===== src/rtl/mc_alu_pkg.sv =====
// Shared opcode constants and FSM state type for the registered multi-cycle ALU.
package mc_alu_pkg;

    localparam logic [3:0] OP_ADD   = 4'd2;
    localparam logic [3:0] OP_AND   = 4'd3;
    localparam logic [3:0] OP_XOR   = 4'd4;
    localparam logic [3:0] OP_PASSB = 4'd5;
    localparam logic [3:0] OP_SUB   = 4'd8;
    localparam logic [3:0] OP_SHL   = 4'd9;
    localparam logic [3:0] OP_SHR   = 4'd10;
    localparam logic [3:0] OP_MUL   = 4'd11;

    typedef enum logic {
        ST_IDLE = 1'b0,
        ST_MUL  = 1'b1
    } state_t;

endpackage


===== src/rtl/mc_alu_mul.sv =====
// Iterative shift-add multiplier: one step per cycle, WIDTH steps, low WIDTH bits of the product.
module mc_alu_mul #(
    parameter int WIDTH = 8
) (
    input  logic             clk,
    input  logic             rst_n,
    input  logic             start,
    input  logic [WIDTH-1:0] a,
    input  logic [WIDTH-1:0] b,
    output logic             done,
    output logic [WIDTH-1:0] product
);

    localparam int CW = $clog2(WIDTH);

    logic [WIDTH-1:0] mcand;
    logic [WIDTH-1:0] mplier;
    logic [WIDTH-1:0] acc;
    logic [WIDTH-1:0] acc_next;
    logic [CW-1:0]    count;
    logic             busy;

    // The final step's addition is folded into the product so the result is ready on the done edge.
    always_comb begin
        acc_next = acc;
        if (mplier[0]) begin
            acc_next = acc + mcand;
        end
    end

    assign done    = busy && (count == CW'(WIDTH - 1));
    assign product = acc_next;

    always_ff @(posedge clk) begin
        if (!rst_n) begin
            mcand  <= '0;
            mplier <= '0;
            acc    <= '0;
            count  <= '0;
            busy   <= 1'b0;
        end else if (start) begin
            mcand  <= a;
            mplier <= b;
            acc    <= '0;
            count  <= '0;
            busy   <= 1'b1;
        end else if (busy) begin
            acc    <= acc_next;
            mcand  <= mcand << 1;
            mplier <= mplier >> 1;
            count  <= count + 1'b1;
            if (done) begin
                busy <= 1'b0;
            end
        end
    end

endmodule


===== src/rtl/mc_alu.sv =====
// Registered ALU with valid/ready input handshake; opcode 11 is an iterative MUL
// only when MC_ALU_MUL_EN is defined, otherwise it decodes as PASS_A.
module mc_alu
    import mc_alu_pkg::*;
#(
    parameter int WIDTH = 8
) (
    input  logic             clk,
    input  logic             rst_n,
    input  logic             in_valid,
    output logic             in_ready,
    input  logic [3:0]       opcode,
    input  logic [WIDTH-1:0] in_a,
    input  logic [WIDTH-1:0] in_b,
    output logic             out_valid,
    output logic [WIDTH-1:0] alu_out,
    output logic             a_is_zero,
    output logic             carry
);

    // Handshake: an op is taken at a rising edge where in_valid && in_ready; out_valid is a
    // single-cycle pulse with no backpressure, so the consumer must sample it in that cycle.

    localparam logic [WIDTH:0] SHIFT_LIM = (WIDTH + 1)'(WIDTH);

    logic             accept;
    logic             start_mul;
    logic [WIDTH:0]   sum;
    logic [WIDTH:0]   diff;
    logic             shift_oob;
    logic [WIDTH-1:0] res;
    logic             res_carry;

    assign accept    = in_valid && in_ready;
    assign sum       = {1'b0, in_a} + {1'b0, in_b};
    assign diff      = {1'b0, in_a} - {1'b0, in_b};
    assign shift_oob = ({1'b0, in_b} >= SHIFT_LIM);

    always_comb begin
        res       = in_a;
        res_carry = 1'b0;
        case (opcode)
            OP_ADD: begin
                res       = sum[WIDTH-1:0];
                res_carry = sum[WIDTH];
            end
            OP_AND:   res = in_a & in_b;
            OP_XOR:   res = in_a ^ in_b;
            OP_PASSB: res = in_b;
            OP_SUB: begin
                res       = diff[WIDTH-1:0];
                res_carry = diff[WIDTH];
            end
            OP_SHL:   res = shift_oob ? '0 : (in_a << in_b);
            OP_SHR:   res = shift_oob ? '0 : (in_a >> in_b);
            default:  res = in_a;
        endcase
    end

`ifdef MC_ALU_MUL_EN
    state_t           state;
    state_t           state_next;
    logic             mul_done;
    logic [WIDTH-1:0] mul_product;

    assign start_mul = accept && (opcode == OP_MUL);
    assign in_ready  = (state == ST_IDLE);

    mc_alu_mul #(
        .WIDTH (WIDTH)
    ) u_mul (
        .clk     (clk),
        .rst_n   (rst_n),
        .start   (start_mul),
        .a       (in_a),
        .b       (in_b),
        .done    (mul_done),
        .product (mul_product)
    );

    always_ff @(posedge clk) begin
        if (!rst_n) begin
            state <= ST_IDLE;
        end else begin
            state <= state_next;
        end
    end

    always_comb begin
        state_next = state;
        case (state)
            ST_IDLE: if (start_mul) state_next = ST_MUL;
            ST_MUL:  if (mul_done)  state_next = ST_IDLE;
            default: state_next = ST_IDLE;
        endcase
    end
`else
    assign start_mul = 1'b0;
    assign in_ready  = 1'b1;
`endif

    always_ff @(posedge clk) begin
        if (!rst_n) begin
            alu_out   <= '0;
            a_is_zero <= 1'b0;
            carry     <= 1'b0;
            out_valid <= 1'b0;
        end else begin
            out_valid <= 1'b0;
            if (accept) begin
                a_is_zero <= (in_a == '0);
                if (!start_mul) begin
                    alu_out   <= res;
                    carry     <= res_carry;
                    out_valid <= 1'b1;
                end
            end
`ifdef MC_ALU_MUL_EN
            else if (mul_done) begin
                alu_out   <= mul_product;
                carry     <= 1'b0;
                out_valid <= 1'b1;
            end
`endif
        end
    end

endmodule


===== config.mk =====
export PLATFORM = sky130hd
export DESIGN_NAME = mc_alu
export DESIGN_NICKNAME = d
export VERILOG_FILES = /design/src/rtl/mc_alu_pkg.sv /design/src/rtl/mc_alu_mul.sv /design/src/rtl/mc_alu.sv
export SDC_FILE = /design/constraint.sdc
export NUM_CORES = 1
export LEC_CHECK = 0
export CAP_MARGIN = 20
export CORE_UTILIZATION = 45
export DETAILED_ROUTE_END_ITERATION = 6
export PLACE_DENSITY = 0.76
export SLEW_MARGIN = 0
export SYNTH_ARGS = -nofsm -noshare
export SYNTH_HDL_FRONTEND = slang
export SYNTH_SLANG_ARGS = --single-unit

===== constraint.sdc =====
create_clock -name clk -period 5.7 [get_ports clk]
set_input_delay 0.57 -clock clk [delete_from_list [all_inputs] [get_ports clk]]
set_output_delay 0.57 -clock clk [all_outputs]
set_load 0.005 [all_outputs]

==> results of run 1 <==
[metrics by stage]
step                      hold slack, ps  std cells  cell area [sq um]  power [mW]
after global placement               469        380               2520       0.256
after CTS                            487        384               2570       0.338
after floorplan                      472        304               2230       0.200
final                                482        384               2570       0.343
after global routing                 502        384               2570       0.361
after detailed placement             480        380               2520       0.260
[worst register-to-register path: stages (launching register included)]
cell and delay [ps]:
dfxtp_1 320, nand2b_1 70, and3_1 190, a21oi_1 140
[final timing paths]
| kind | end | slack [ps] | depth (start not counted) |
|---|---|---|---|
| setup / recovery | alu_out[6] | 2220 | 10 |
| hold / removal | a_is_zero | 480 | 2 |
| hold reg to reg | a_is_zero | 480 | 2 |
| setup reg to reg | alu_out[5] | 4900 | 3 |
[cells in the mapped netlist, types with 2 or more instances]
cell type   n
nor3_1      9
nand2b_1   10
and3_1      2
or3_1       6
a22o_1      2
buf_2      10
o21ai_0    23
inv_1      15
nand2_1    24
nand3_1    11
buf_4       3
and4_1      2
a211oi_1    7
ha_1       16
o21a_1      5
fa_1        2
nor2_1     20
nor4_1      5
clkbuf_1   10
a22oi_1     3
a21oi_1    22
a31oi_1     7
inv_2       2
o221ai_1    2
o211ai_1   12
and2_1      4
nor2b_1     5
a32oi_1     2
mux2i_1     3
nand4_1     3
nand3b_1    2
mux4_1      7
xor2_1      3
o31ai_1     2
dfxtp_1    11
a211o_1     2
[power breakdown]
part	total (mW)	switching, mW	internal (mW)
Clock	0.0794	0.0302	0.0492
Sequential	0.0853	0.00247	0.0828
Combinational	0.178	0.101	0.0772
[cells by family after synthesis]
kind of cell | share of synthesized area, %
AND/OR/NAND/NOR | 25.8
AO/OA/AOI/OAI | 32.5
buffers and inverters | 8.30
adder cells (fa/ha/maj) | 10.8
multiplexers | 11.1
flip-flops | 9.87
XOR/XNOR | 1.57
other | 0.168
[registers in the layout, indices dropped and copies added (netlist names)]
register   flops
out_valid      1
carry          1
a_is_zero      1
alu_out        8
[metal layers]
metal / wire [um] / up-vias / share of wire [%] / track usage, %
met4: 223 / 0 / 3.2 / 11.5
met3: 530 / 25 / 7.6 / 2.78
li1: - / 1178 / - / -
met2: 3140 / 137 / 45 / 41.3
met5: 0 / - / 0 / 0
met1: 3090 / 1135 / 44 / 37.5
[cell type report]
type	count	area (sq um)
fill	436	2180
multi-input combinational	252	1830
timing repair buffer	33	330
sequential	11	220
tap	67	83.8
inverter	17	63.8
clock buffer	4	45.0
==> run metrics, run 1 <==
Die Y 72.4 um; Post-DRT Antenna Nets 0; post-route setup slack 2220 ps; Post-synth EDFFs 0; Worst setup SP type primary input; I/O Buffers 33; Post-synth top flop dfxtp_1; ranking of synthesized cells by area dfxtp_1 (9.9%), ha_1 (9.0%), mux4_1 (8.2%); Area Overhead vs Synth 15.1%; grt ovf 0; Slowest cell on crit path clkdlybuf4s50_1; worst vdd rail ir drop 0.0664 mV; post-CTS setup repair buffer count 0; clk_lat worst skew 240 ps; drt total wl 6980 um; Crit. End Element flip-flop; Avg WL per Cell 18.2 um; max_cap viols 0; crit path kind in2reg; utilization after layout 54.1%; worst min path class reg2reg; TritonCTS clock tree yes; via count 2475; Data required, critical path 5830 ps; syn_area_per_cell 7.34 sq um; CP Launch Point in_b[0]; clk sinks 11; post-DP HPWL 5060 um; critical path's most frequent cell a21oi_1; PwrDens 133 nW/um^2; die area 5250 sq um; Crit path buffers/inverters 2; CTS resizes 0; Final Max Slew Viols 0; Remaining DRCs 0; commonest non-fill, non-tap cell in the layout clkdlybuf4s50_1; largest net degree at the start of global routing 26; Max-slew headroom 29.2%; # hold bufs at CTS 0; RR Startpoint alu_out[5]; initial core utilization 46.9%; Post-synth ARST share 0%; share of cells above drive strength 1 4.42%; most frequent cells in the layout clkdlybuf4s50_1 (33), nand2_1 (24), o21ai_0 (23); Clock Skew 0 ps; Mapped Cells 304; clock root buffer clkbuf_8; status finished, final reports clean; Tcrit/Tclk final 61.1%; Die Span X 72.4 um; RSZ-0062 raised after global routing false; Leakage 0.955 nW; DRT iter0 DRCs 297; I/O pin total 35; nets 359; critical path arrival 3610 ps; Mapped Area 2230 sq um; Post-Syn Nets 345; DP Worst Slack 2010 ps; Hold Crit Start a_is_zero; endpoints failing setup 0; min Tclk post-route 3480 ps; #FFs+latches synth 11; core area 4750 sq um; vias in the first global route 2093; Tot GR Track Use 26.7%; library cells used by synthesis 66; Synth top area share 9.87%; Crit path max-delay family buffers and inverters; FMAX 0.287 GHz; CTS Buf Count 3; largest area contributor in the synthesized netlist dfxtp_1; Crit path largest cell delay 1110 ps; first-pass GRT wire length 10800 um; Row Count 25; sequential element share of the synthesized area 9.87%; Yosys warning count 0; deepest clock path buffer count 2; Vias/cell 6.45; Worst-Margin Slew 1050 ps; H-tree Lvls 1; Final Hold Violating Endpoints 0; # diodes 0; placer congestion estimate 0.962; First-pass DRT Iterations 5; critical path cell sequence clkdlybuf4s50_1, ha_1, inv_1, fa_1, a21o_1, a21oi_1, o21ai_0, xor2_1, a211oi_1, a21oi_1; critical path peak fanout 22; setup TNS 0 ps; initial antenna violation count 0; clock-pin slew on the worst setup and hold paths 50 ps
No activity file was read; power rests on OpenSTA's default activity.
==> run 2: changes to the inputs <==
==> constraint.sdc (replaced) <==
create_clock -name clk -period 3.3 [get_ports clk]
set_input_delay 0.33 -clock clk [delete_from_list [all_inputs] [get_ports clk]]
set_output_delay 0.33 -clock clk [all_outputs]
set_load 0.005 [all_outputs]
==> run 2 against run 1 <==
Effect of this change:
- critical path depth grew 1
- register-to-register slack got worse by 2400 ps
- clock power is 66% higher
- setup slack got worse by 1600 ps
- global-route usage up 1.9 points
==> run metrics, run 2 (synthesis results as in run 1) <==
Hold Crit Start a_is_zero; DP Worst Slack 441 ps; Hold Slack 484 ps; critical path arrival 2770 ps; first-pass GRT wire length 11700 um; Leakage 1.02 nW; Post-DRT Antenna Nets 0; status finished, final reports clean; nets 373; hold depth 2; most frequent cells in the layout clkdlybuf4s50_1 (33), nand2_1 (24), o21ai_0 (23); Row Count 25; worst vdd rail ir drop 0.153 mV; clock-pin slew on the worst setup and hold paths 50 ps; Max-slew headroom 62.6%; Fillers 467; clk sinks 11; crit path kind in2reg; deepest clock path buffer count 2; vias in the first global route 2361; setup TNS 0 ps; # diodes 0; CTS Buf Count 3; design internal power 371 uW; clk_lat worst skew 230 ps; sequential power share 24.6%; H-tree Lvls 1; grt ovf 0; register area 220 sq um; Remaining DRCs 0; RR Startpoint alu_out[0]; R2R Setup Slk 2510 ps; Avg WL per Cell 18.2 um; Tcrit/Tclk final 80.3%; share of cells above drive strength 1 8.46%; clock root buffer clkbuf_8; Vias/cell 6.64; min Tclk post-route 2650 ps; critical path peak fanout 6; Tot GR Track Use 28.6%; Multi-input gate area 1830 sq um; I/O pin total 35; largest net degree at the start of global routing 21; utilization after layout 56.3%; CTS resizes 0; clock share of power 21.9%; Final Max Slew Viols 0; endpoints failing setup 0; Worst-Margin Slew 560 ps; commonest non-fill, non-tap cell in the layout clkdlybuf4s50_1; Reg with most FFs alu_out; post-CTS setup repair buffer count 0; initial core utilization 46.9%; I/O Buffers 33; FMAX 0.377 GHz; Logic pwr share 53.5%; # hold bufs at CTS 0; max reg flops 8; core area 4750 sq um; Area Overhead vs Synth 19.8%; via count 2644; Data required, critical path 3420 ps; Clock Skew 0 ps; Die Y 72.4 um; First-pass DRT Iterations 6; post-route setup slack 650 ps; post-DP HPWL 5530 um; drt total wl 7260 um; RSZ-0062 raised after global routing false; max_cap viols 0; DRT iter0 DRCs 362; PwrDens 225 nW/um^2; Overall Power 601 uW; sw frac 38.3%; Worst Reg-to-Reg Cells 2; TritonCTS clock tree yes; Die Span X 72.4 um; Crit Reg-Reg Endpoint alu_out[0]; placer congestion estimate 1.01; initial antenna violation count 0; die area 5250 sq um; WHS Endpoint a_is_zero; Crit. End Element flip-flop; worst min path class reg2reg; Worst setup SP type primary input; Switching Power 230 uW; Final Hold Violating Endpoints 0
==> run 2: cell types whose count changed in the layout (fill, tap and decap cells not counted), sizes merged <==
| cell | before | now |
|---|---|---|
| buf | 0 | 14 |
==> run 2: per-layer routing <==
layer | routed length, um | track usage (%)
met2 | 3160 | 44.2
met4 | 327 | 13.5
met5 | 0 | 0
met1 | 2980 | 38.1
met3 | 795 | 5.56
==> run 2: critical path, stage by stage <==
cell,delay (ps)
clkdlybuf4s50_1,530
inv_1,190
ha_1,180
inv_1,50
fa_1,410
a21o_1,180
a21oi_1,210
o21ai_0,180
xor2_1,170
a211oi_1,240
a21oi_1,90
==> run 2: how the worst max path moves through the flow <==
stage	start	end	slack [ps]	cells past startpoint
2_1_floorplan	in_b[1]	alu_out[6]	1180	9
3_3_place_gp	in_a[0]	alu_out[6]	520	11
3_5_place_dp	in_a[0]	alu_out[6]	440	11
4_1_cts	in_a[0]	alu_out[6]	700	11
5_1_grt	in_a[0]	carry	490	10
6_report	in_a[0]	alu_out[6]	650	11
==> run 2: stage by stage <==
step / cell area, sq um / std cells
CTS: 2680 / 398
global route: 2680 / 398
global placement: 2630 / 394
detailed placement: 2630 / 394
floorplan: 2230 / 304
finish: 2680 / 398
==> run 2: final cells by class <==
type                            count  area share [%]
Multi-Input combinational cell    252            68.3
Timing Repair Buffer               47            16.3
Tap cell                           67            3.13
Clock buffer                        4            1.68
Sequential cell                    11            8.23
Inverter                           17            2.39
==> run 2: power groups by stage <==
stage          Combinational (mW)  Sequential [mW]  Clock (mW)
2_1_floorplan               0.195            0.151           0
3_3_place_gp                0.306            0.150           0
3_5_place_dp                0.312            0.150           0
4_1_cts                     0.313            0.148       0.134
5_1_grt                     0.347            0.148       0.141
6_report                    0.322            0.147       0.132
==> run 3: changes to the inputs <==
==> constraint.sdc (replaced) <==
create_clock -name clk -period 2.6 [get_ports clk]
set_input_delay 0.26 -clock clk [delete_from_list [all_inputs] [get_ports clk]]
set_output_delay 0.26 -clock clk [all_outputs]
set_load 0.005 [all_outputs]
==> run 3 against run 2 <==
Effect of this change:
- non-clock buffer count grew 22
- largest power group unchanged
- register-to-register slack lost 700 ps
- utilization grew 3.5 points
- clock power grew 35%
- sequential power grew 27%
==> run metrics, run 3 (synthesis results as in run 1) <==
Tot GR Track Use 30.1%; critical path's most frequent cell o21ai_0; Reg with most FFs alu_out; clock root buffer clkbuf_8; nets 395; Crit. End Element flip-flop; die area 5250 sq um; post-DP HPWL 5940 um; grt ovf 0; RSZ-0062 raised after global routing false; Worst setup SP type primary input; commonest non-fill, non-tap cell in the layout buf_4; FMAX 0.415 GHz; Data required, critical path 2700 ps; worst min path class reg2reg; initial antenna violation count 0; critical path cell sequence clkdlybuf4s50_1, ha_1, nor2b_1, nor2_1, o21ai_0, o21ai_0, a222oi_1, a21oi_1; critical path arrival 2510 ps; Slowest cell on crit path clkdlybuf4s50_1; Avg WL per Cell 17.8 um; clk sinks 11; Overall Power 802 uW; post-CTS setup repair buffer count 0; via count 2722; Crit path largest cell delay 560 ps; drt total wl 7480 um; TritonCTS clock tree yes; R2R Setup Slk 1810 ps; Final Max Slew Viols 0; # diodes 0; RR Startpoint alu_out[5]; Fillers 426; Crit Reg-Reg Endpoint alu_out[5]; I/O Buffers 33; Worst Reg-to-Reg Cells 3; Row Count 25; WHS Endpoint a_is_zero; Leakage 1.13 nW; Final Non-Filler Cells 420; Tcrit/Tclk final 92.7%; CTS resizes 0; core area 4750 sq um; H-tree Lvls 1; status finished, final reports clean; vias in the first global route 2452; Vias/cell 6.48; endpoints failing setup 0; share of cells above drive strength 1 14.2%; crit path kind in2reg; Area Overhead vs Synth 27.2%; first-pass GRT wire length 12300 um; First-pass DRT Iterations 5; hold depth 2; max reg flops 8; clk_lat worst skew 240 ps; DP Cell Count 416; Die Span X 72.4 um; Die Y 72.4 um; critical path peak fanout 5; PwrDens 282 nW/um^2; largest net degree at the start of global routing 21; I/O pin total 35; most frequent cells in the layout buf_4 (36), clkdlybuf4s50_1 (33), nand2_1 (24); Final Hold Violating Endpoints 0; min Tclk post-route 2410 ps; Max-slew headroom 60.1%; Multi-input gate area 1830 sq um; placer congestion estimate 0.982; Worst-Margin Slew 593 ps; max_cap viols 0; initial core utilization 46.9%; register area 220 sq um; Post-DRT Antenna Nets 0; Remaining DRCs 0; deepest clock path buffer count 2; clock-pin slew on the worst setup and hold paths 60 ps; # hold bufs at CTS 0; Clock Skew 0 ps; DRT iter0 DRCs 358; CTS Buf Count 3; worst vdd rail ir drop 0.118 mV; Hold Crit Start a_is_zero
-- run 3: changes by cell type in the layout (fill, tap and decap cells not counted) --
| cell | before | now |
|---|---|---|
| buf_4 | 14 | 36 |
-- run 3: area by class of cell --
class / instances / area share [%]
Multi-Input combinational cell: 252 / 64.3
Timing Repair Buffer: 69 / 21.1
Tap cell: 67 / 2.95
Clock buffer: 4 / 1.59
Sequential cell: 11 / 7.75
Inverter: 17 / 2.25
-- run 3: routing by layer --
layer,track usage (%),up-vias,routed length [um]
met5,0,-,0
met4,12.9,0,316
met3,5.42,30,759
met2,47.0,158,3320
met1,40.5,1285,3080
li1,-,1249,-
-- run 3: how the worst max path moves through the flow --
stage,from,endpoint,slack [ps],cells after the start
2_1_floorplan,in_b[1],alu_out[6],550,9
3_3_place_gp,in_a[1],alu_out[3],-40,6
3_5_place_dp,in_a[1],alu_out[7],-30,8
4_1_cts,in_a[1],alu_out[7],200,8
5_1_grt,in_a[0],alu_out[4],40,12
6_report,in_a[1],alu_out[3],190,8
-- run 3: worst max-delay path, delay by kind of cell --
kind,cells,cell delay (ps)
adder cells (fa/ha/maj),1,410
AO/OA/AOI/OAI,4,990
AND/OR/NAND/NOR,2,280
buffers and inverters,1,560
-- run 3: power by group --
group,internal [mW],switching (mW)
sequential,0.181,0.00609
combinational,0.206,0.231
clock,0.108,0.0702
-- run 3: metrics by stage --
step           setup TNS, ps  instance area, sq um  hold slack [ps]  utilization [%]  setup slack (ps)
2_1_floorplan              0                  2230              405                -               551
3_3_place_gp           -41.8                  2800              464             58.8             -41.8
3_5_place_dp           -33.7                  2800              478             58.8             -29.0
4_1_cts                    0                  2840              486             59.7               198
5_1_grt                    0                  2840              499             59.7              37.8
6_report                   0                  2840              482             59.7               190
